--- src/rtl/hazard_unit.sv ---
// Pipeline hazard unit: operand forwarding selects, load-use stall/bubble, dmem wait freeze and timeout flag.
// Optional HAZARD_STATS_EN adds saturating load-use and memory-stall cycle counters.
module hazard_unit #(
    parameter int unsigned AW      = 5,
    parameter int unsigned NSRC    = 2,
    parameter int unsigned TIMEOUT = 255
) (
    input  logic                 clk,
    input  logic                 reset,
    input  logic [NSRC*AW-1:0]   id_src,
    input  logic [NSRC-1:0]      id_src_used,
    input  logic                 id_is_branch,
    input  logic [NSRC*AW-1:0]   ex_src,
    input  logic [NSRC-1:0]      ex_src_used,
    input  logic                 ex_regwrite,
    input  logic                 ex_memtoreg,
    input  logic [AW-1:0]        ex_wreg,
    input  logic                 mem_regwrite,
    input  logic                 mem_memtoreg,
    input  logic [AW-1:0]        mem_wreg,
    input  logic                 wb_regwrite,
    input  logic [AW-1:0]        wb_wreg,
    input  logic                 mem_dreq,
    input  logic                 dmem_ready,
    output logic [2*NSRC-1:0]    id_fwd_sel,
    output logic [2*NSRC-1:0]    ex_fwd_sel,
    output logic                 stall_fe,
    output logic                 bubble_ex,
    output logic                 stall_all,
    output logic [1:0]           state,
    output logic                 dmem_err
`ifdef HAZARD_STATS_EN
    ,
    output logic [31:0]          lu_stall_cnt,
    output logic [31:0]          mem_stall_cnt
`endif
);

    localparam int unsigned CW = (TIMEOUT > 0) ? $clog2(TIMEOUT + 1) : 1;

    typedef enum logic [1:0] {
        RUN   = 2'b00,
        LDUSE = 2'b01,
        MWAIT = 2'b10
    } stateT;

    stateT         stateQ;
    stateT         stateD;
    logic [CW-1:0] waitCnt;
    logic          hzEx;
    logic          hzMem;

    function automatic logic isMatch(input logic [AW-1:0] a, input logic [AW-1:0] d,
                                     input logic we, input logic used);
        return used && we && (a == d) && (d != '0);
    endfunction

    // EX/MEM ALU result has priority over MEM/WB; a load still in EX/MEM has no data yet.
    function automatic logic [1:0] fwdCode(input logic [AW-1:0] a, input logic used,
                                           input logic [AW-1:0] memWreg, input logic memWe,
                                           input logic [AW-1:0] wbWreg, input logic wbWe);
        if (isMatch(a, memWreg, memWe, used)) return 2'b01;
        if (isMatch(a, wbWreg, wbWe, used))   return 2'b10;
        return 2'b00;
    endfunction

    always_comb begin : fwdAndHazard
        id_fwd_sel = '0;
        ex_fwd_sel = '0;
        hzEx       = 1'b0;
        hzMem      = 1'b0;
        for (int i = 0; i < int'(NSRC); i++) begin
            id_fwd_sel[2*i +: 2] = fwdCode(id_src[AW*i +: AW], id_src_used[i],
                                           mem_wreg, mem_regwrite & ~mem_memtoreg,
                                           wb_wreg, wb_regwrite);
            ex_fwd_sel[2*i +: 2] = fwdCode(ex_src[AW*i +: AW], ex_src_used[i],
                                           mem_wreg, mem_regwrite & ~mem_memtoreg,
                                           wb_wreg, wb_regwrite);
            if (isMatch(id_src[AW*i +: AW], ex_wreg, ex_regwrite & ex_memtoreg, id_src_used[i]))
                hzEx = 1'b1;
            if (id_is_branch &&
                isMatch(id_src[AW*i +: AW], mem_wreg, mem_regwrite & mem_memtoreg, id_src_used[i]))
                hzMem = 1'b1;
        end
        if (reset) begin
            id_fwd_sel = '0;
            ex_fwd_sel = '0;
            hzEx       = 1'b0;
            hzMem      = 1'b0;
        end
    end

    // Memory freeze dominates the load-use stall.
    always_comb begin : stallLogic
        stall_all = ~reset & mem_dreq & ~dmem_ready;
        stall_fe  = ~reset & (hzEx | hzMem) & ~stall_all;
        bubble_ex = stall_fe;
    end

    always_comb begin : nextState
        stateD = RUN;
        if (stall_all)     stateD = MWAIT;
        else if (stall_fe) stateD = LDUSE;
    end

    always_ff @(posedge clk or posedge reset) begin : stateReg
        if (reset) stateQ <= RUN;
        else       stateQ <= stateD;
    end

    assign state = stateQ;

    // Wait counter saturates at TIMEOUT; the error latches on a stalled edge once saturated.
    always_ff @(posedge clk or posedge reset) begin : waitTimer
        if (reset) begin
            waitCnt  <= '0;
            dmem_err <= 1'b0;
        end else if (stall_all) begin
            if (waitCnt == CW'(TIMEOUT)) dmem_err <= 1'b1;
            else                         waitCnt  <= waitCnt + CW'(1);
        end else begin
            waitCnt <= '0;
        end
    end

`ifdef HAZARD_STATS_EN
    always_ff @(posedge clk or posedge reset) begin : statsCnt
        if (reset) begin
            lu_stall_cnt  <= '0;
            mem_stall_cnt <= '0;
        end else begin
            if (stall_fe && lu_stall_cnt != 32'hFFFF_FFFF)
                lu_stall_cnt <= lu_stall_cnt + 32'd1;
            if (stall_all && mem_stall_cnt != 32'hFFFF_FFFF)
                mem_stall_cnt <= mem_stall_cnt + 32'd1;
        end
    end
`endif

endmodule

--- config.mk ---
export PLATFORM = sky130hd
export DESIGN_NAME = hazard_unit
export DESIGN_NICKNAME = d
export VERILOG_FILES = /design/src/rtl/hazard_unit.sv
export SDC_FILE = /design/constraint.sdc
export NUM_CORES = 1
export LEC_CHECK = 0
export CORE_UTILIZATION = 40
export DETAILED_ROUTE_END_ITERATION = 6
export PLACE_DENSITY_LB_ADDON = 0.15
export SYNTH_ARGS = -nofsm -noshare
export SYNTH_HDL_FRONTEND = slang
export SYNTH_SLANG_ARGS = --single-unit
export TNS_END_PERCENT = 1
--- constraint.sdc ---
create_clock -name clk -period 2.6 [get_ports clk]
set_clock_uncertainty 0.2 [all_clocks]
set_input_delay 0.39 -clock clk [delete_from_list [all_inputs] [get_ports clk]]
set_output_delay 0.39 -clock clk [all_outputs]
set_load 0.005 [all_outputs]
==> out/results.ini <==
[power_and_ir_drop]
p_leak_nw=1.04
ir_drop_mv=0.129
p_per_area_nw_per_um2=241

[detailed_routing]
drtIter0Drc=68
dr.pass1.iters=7
drc=1
vias_per_cell=5.21
drt-wirelength-per-cell_um=15.1
wl_mm=4.12
final_antenna_net_count=0
vias=1421

[clock_tree]
clk_path_buf_depth=2
clkSinkCount=11
htreeDepth=1
ctsHoldBuffers=0
clkSlewWorstSetupHoldPaths_ns=0.07
cts_root_buf=clkbuf_4
cts_tree=yes
insertion_delay_ns=0.26
numCtsBuffers=3

[final_layout]
multi_input_area_um2=941
nets=293
diodes=0
drive_gt1_share_pct=29.8
final.fill_count=204
layout-area-overhead-vs-synth_pct=80.2
layoutNonFillerInstCount=273
seqCellArea_um2=275

[timing]
setup_viol=4
fmax_mhz=365
tns_ns=-0.368
whs_ns=0.295
fin_crit_ns=2.74
period_share_pct=105
max_slew_margin_pct=78.7
rsz0062_at_grt=true
slew_violations=0
hold_violations=0
fin_ws_ns=-0.137
worst_pin_slew_ns=0.319

[synth]
yosysSeqAreaShare_pct=22.2
synth_common_cells=xor2_1, dfrtp_1, xnor2_1
synth_top_area_share_pct=30.4
synth_top_family_by_area=XOR/XNOR gates
yosys.area.top_type=xor2_1
synth_cell_types=34
synth_edf_count=0
postSynthAreaPerCell_um2=8.66
syn_area_um2=1240
ys.warnings.count=0
dominantRegCellSynth=dfrtp_1
synth_compound_area_share_pct=8.99
synth_xor_area_share_pct=38.2
ys_ff_latch=11
ys_top_cells_by_area=xor2_1, dfrtp_1, xnor2_1
synth_simple_gate_area_share_pct=22.2
synth.most_common_cell=xor2_1
async_flop_share_pct=100
synthCells=143
yosys.area_share.adder_pct=1.01
muxShareOfSynthArea_pct=0.808
syn_nets=193

[setup_path]
crit_fanout=2
cp-end-kind=output port
critPathLaunchType=primary input
arrival_ns=2.15
cp_slowest_stage_delay_ns=0.30
ff2ff_path_depth=6
crit_path_top_delay_cell=nor4_2
criticalPathCategory=primary input to output port
crit_chain=dlygate4sd2_1 > xor2_1 > nor4_2 > and3_1 > nor2_1 > o32ai_2 > buf_4 > buf_4 > dlygate4sd2_1
cp_data_required_time_ns=2.01

[run]
maxCapViolCount=0

[die]
die_y_um=57.7
die_area_um2=3320
coreArea_um2=2850
rows=19
start_util_pct=43.4
pin_count=63
die_x_um=57.7

[global_routing]
antenna_found_initial=0
grt_max_degree=15
grt_pass1_vias=1535
met3_usage_pct=3.13
gr-usage-all-layers_pct=27.0
grt_pass1_wl_mm=6.87
met1_usage_pct=30.3
grt-busiest-layer=met2
use_met2_pct=52.3
grt-ovfl-total=0

[place]
dp.cells=266
gp_congestion=0.864
place_hpwl_mm=3.48
io_buffers=62

[min_path]
hold_path_class=flop to flop
hold-path-cell-count=1

[run_status]
violations=DRC, setup timing
status=finished with violations

[what timing repair did]
action,4_1_cts,5_1_grt
setup endpoints to repair,10,10
resized for setup,49,8
buffers inserted,3,0
pin swaps,9,5
[flip-flops by register name, summed over array words and instances, names as in the netlist]
register,cells
dmem_err,1
waitCnt,8
state,2
[path summary, 6_finish.rpt]
check	from	to	slack [ns]
hold reg to reg	dmem_err	dmem_err	0.30
min in group asynchronous	reset	waitCnt[1]	0.39
max in group asynchronous	reset	waitCnt[4]	1.67
setup / recovery	id_src[7]	stall_fe	-0.14
hold / removal	dmem_err	dmem_err	0.30
setup reg to reg	waitCnt[0]	waitCnt[5]	0.79
[power breakdown]
part | internal, W | leakage, nW | switching (W)
Sequential | 0.000173 | 0.152 | 0.00000114
Clock | 0.0000594 | 0.0150 | 0.0000545
Combinational | 0.000142 | 0.871 | 0.000109
Total | 0.000374 | 1.04 | 0.000165
[cells by family after synthesis]
family	after synthesis
buf+inv	16
fa+ha+maj	1
flops	11
compound gates	14
xor+xnor	54
simple gates	46
mux	1
[cell usage in the layout (no fill, tap or decap), drive strengths merged, types with 8 or more instances in the layout]
master	n
xor2	43
clkdlybuf4s50	30
xnor2	11
dlygate4sd2	24
nor4	10
nor2	11
dfrtp	11
nand3	8
buf	45
[routing by layer]
metal | vias up | wire, um
met1 | 660 | 1680
met5 | - | 0
met4 | 0 | 74
met3 | 10 | 151
li1 | 700 | -
met2 | 51 | 2210
[per-stage QoR]
step | instance area [um^2] | setup WS [ns] | total power (W) | utilization (%)
after detailed placement | 2150 | -0.596 | 0.000425 | 75.3
final | 2230 | -0.137 | 0.000539 | 78.2
after floorplan | 1240 | 0.281 | 0.000269 | -
after CTS | 2210 | -0.149 | 0.000533 | 77.5
after global placement | 2150 | -0.584 | 0.000417 | 75.3
after global routing | 2230 | -0.240 | 0.000567 | 78.2
[cell type report]
class	count	area share [%]
Sequential cell	11	12.3
Timing Repair Buffer	107	41.9
Inverter	4	0.673
Multi-Input combinational cell	116	42.2
Tap cell	31	1.74
Clock buffer	4	1.18
[critical path: cells and delay by family]
kind,cells,cell delay [ns]
AO/OA/AOI/OAI,1,0.21
XOR/XNOR,1,0.19
buffers and inverters,4,0.76
AND/OR/NAND/NOR,3,0.60
Note: power is estimated with default switching activity, not from simulation.
==> edit: new RTL, config.mk and constraints unchanged <==
Build with the macro `HAZARD_STATS_EN` defined.
--- a/src/rtl/hazard_unit.sv
+++ b/src/rtl/hazard_unit.sv
@@ -1,4 +1,6 @@
 // Pipeline hazard unit: operand forwarding selects, load-use stall/bubble, dmem wait freeze and timeout flag.
 // Optional HAZARD_STATS_EN adds saturating load-use and memory-stall cycle counters.
+`define HAZARD_STATS_EN
+
 module hazard_unit #(
     parameter int unsigned AW      = 5,
Function (old outputs only; new: lu_stall_cnt and mem_stall_cnt): kept (equiv_simple and equiv_induct, registers matched by name and starting in step).
==> edit against the original RTL <==
The run now ends clean. Critical path type unchanged. Total power grew to 4.9 times the old value. Combinational power increased by 78%. Die area increased to 3.3 times the old value. Largest cell class unchanged. Routed wire length rose to 2.8 times the old value. Critical endpoint is now bubble_ex. Area after synthesis increased to 3.5 times the old value. Sequential cell count up 64. Design area rose to 2.8 times the old value. Worst setup slack gained 0.19 ns.
==> edit: results (changes against the original RTL) <==
| Metric | Value |
|---|---|
| CP Max Fanout | `3 (+1)` |
| Worst path slowest cell | `or4_4` |
| Syn nets | `484 (+150%)` |
| Critical R2R Launch | `lu_stall_cnt[1]` |
| Slowest stage delay, CP | `0.50 ns (+0.20 ns)` |
| HPWL Detailed | `8.733 mm (+150%)` |
| Worst vdd ir | `344.5 uV (+170%)` |
| Yosys cell types | `40 (+18%)` |
| Final GP Congestion | `0.9434 (+9.2%)` |
| Worst Setup SP | `mem_wreg[2]` |
| Pre-CTS WS | `-0.6963 ns (-0.1004 ns)` |
| Multi-input logic area | `2390 sq um (+150%)` |
| Top post-synthesis cells by count | `dfrtp_1 (75), xnor2_1 (75), nand2_1 (39), xor2_1 (39), nand3_1 (37)` |
| Hold Startpoint | `lu_stall_cnt[19]` |
| Register area share after synthesis | `43.82% (+22 points)` |
| Adder-Cell Fraction of Synth Area | `0.8764% (-0.13 points)` |
| Clk root buf | `clkbuf_8` |
| Vias per cell | `5.141 (-1.2%)` |
| Final #Nets | `662 (+130%)` |
| Worst-margin pin slew | `0.9229 ns (+0.6038 ns)` |
| Placed insts | `731 (+170%)` |
| Clock slew at reported path FFs | `0.10 ns (+0.03 ns)` |
| # fillers | `927 (+350%)` |
| Total GRT Usage | `21.38% (-5.6 points)` |
| TritonCTS buffer count | `9 (+6)` |
| Synth Area in Compound Gates | `3.476% (-5.5 points)` |
| Layout cells sized above 1 | `17.24% (-13 points)` |
| Iteration count of the initial detailed-routing pass | `4 (-3)` |
| Run status | `finished clean` |
| Worst-Skew Late Latency | `0.35 ns (+0.09 ns)` |
| Mux contribution to synthesized area | `0.5259% (-0.28 points)` |
| First-pass GRT wire length | `18.82 mm (+170%)` |
| Final wirelength | `11.39 mm (+180%)` |
| Synth Area in XOR/XNOR | `23.31% (-15 points)` |
| Cell Area, Placed | `6033 sq um (+180%)` |
| P_leak | `2.749 nW (+160%)` |
| Top post-synthesis cells by area | `dfrtp_1 (44%), xnor2_1 (15%), xor2_1 (8.0%)` |
edit: cell types whose count changed after synthesis, sizes merged, moves of 13 or more:
cell,change
nor3,+13
xnor2,+64
dfrtp,+64
nand3,+29
nand4,+28
and3,+16
nand2,+39
edit: worst paths after layout:
kind                            slack, ns  cells past startpoint                to
worst min-delay path                 0.29                      1  lu_stall_cnt[19]
min in group asynchronous            0.34                      4          dmem_err
max in group asynchronous            0.78                      5   lu_stall_cnt[2]
worst min register to register       0.29                      1  lu_stall_cnt[19]
worst max-delay path                 0.05                      8         bubble_ex
worst max register to register       0.18                      9  lu_stall_cnt[28]
edit: area by class of cell:
class                      instances  area share [%]
multi-input combinational        335           37.59
sequential                        75           29.52
timing repair buffer             182           26.39
tap                              136           2.677
clock buffer                      10           2.165
clock inverter                     6           1.142
inverter                           7          0.5117
edit: layer usage:
layer	global-route usage (%)	vias up	wire [um]	part of all wire, %
met4	7.143	0	216	1.9
li1	-	1870	-	-
met1	27.31	1851	4964	44
met3	5.999	17	741	6.5
met2	34.82	123	5470	48
met5	0	-	0	0
edit: what timing repair did:
item,in CTS,in global routing
hold buffers,0,0
resized for setup,35,35
pin swaps,10,13
setup endpoints to repair,42,32
hold endpoints to repair,0,0
setup buffers,3,1
edit: cell families after synthesis:
logic type      count (synthesis)
simple gates                  196
xor+xnor                      114
mux                             2
flops                          75
fa+ha+maj                       3
compound gates                 20
buf+inv                        22
edit: power groups by stage:
stage	clock, W	sequential [W]	combinational (W)
2_1_floorplan	0	0.00129	0.000168
3_3_place_gp	0	0.00129	0.000436
3_5_place_dp	0	0.00129	0.000442
4_1_cts	0.000982	0.00127	0.000444
5_1_grt	0.00104	0.00128	0.000492
6_report	0.000951	0.00127	0.000447
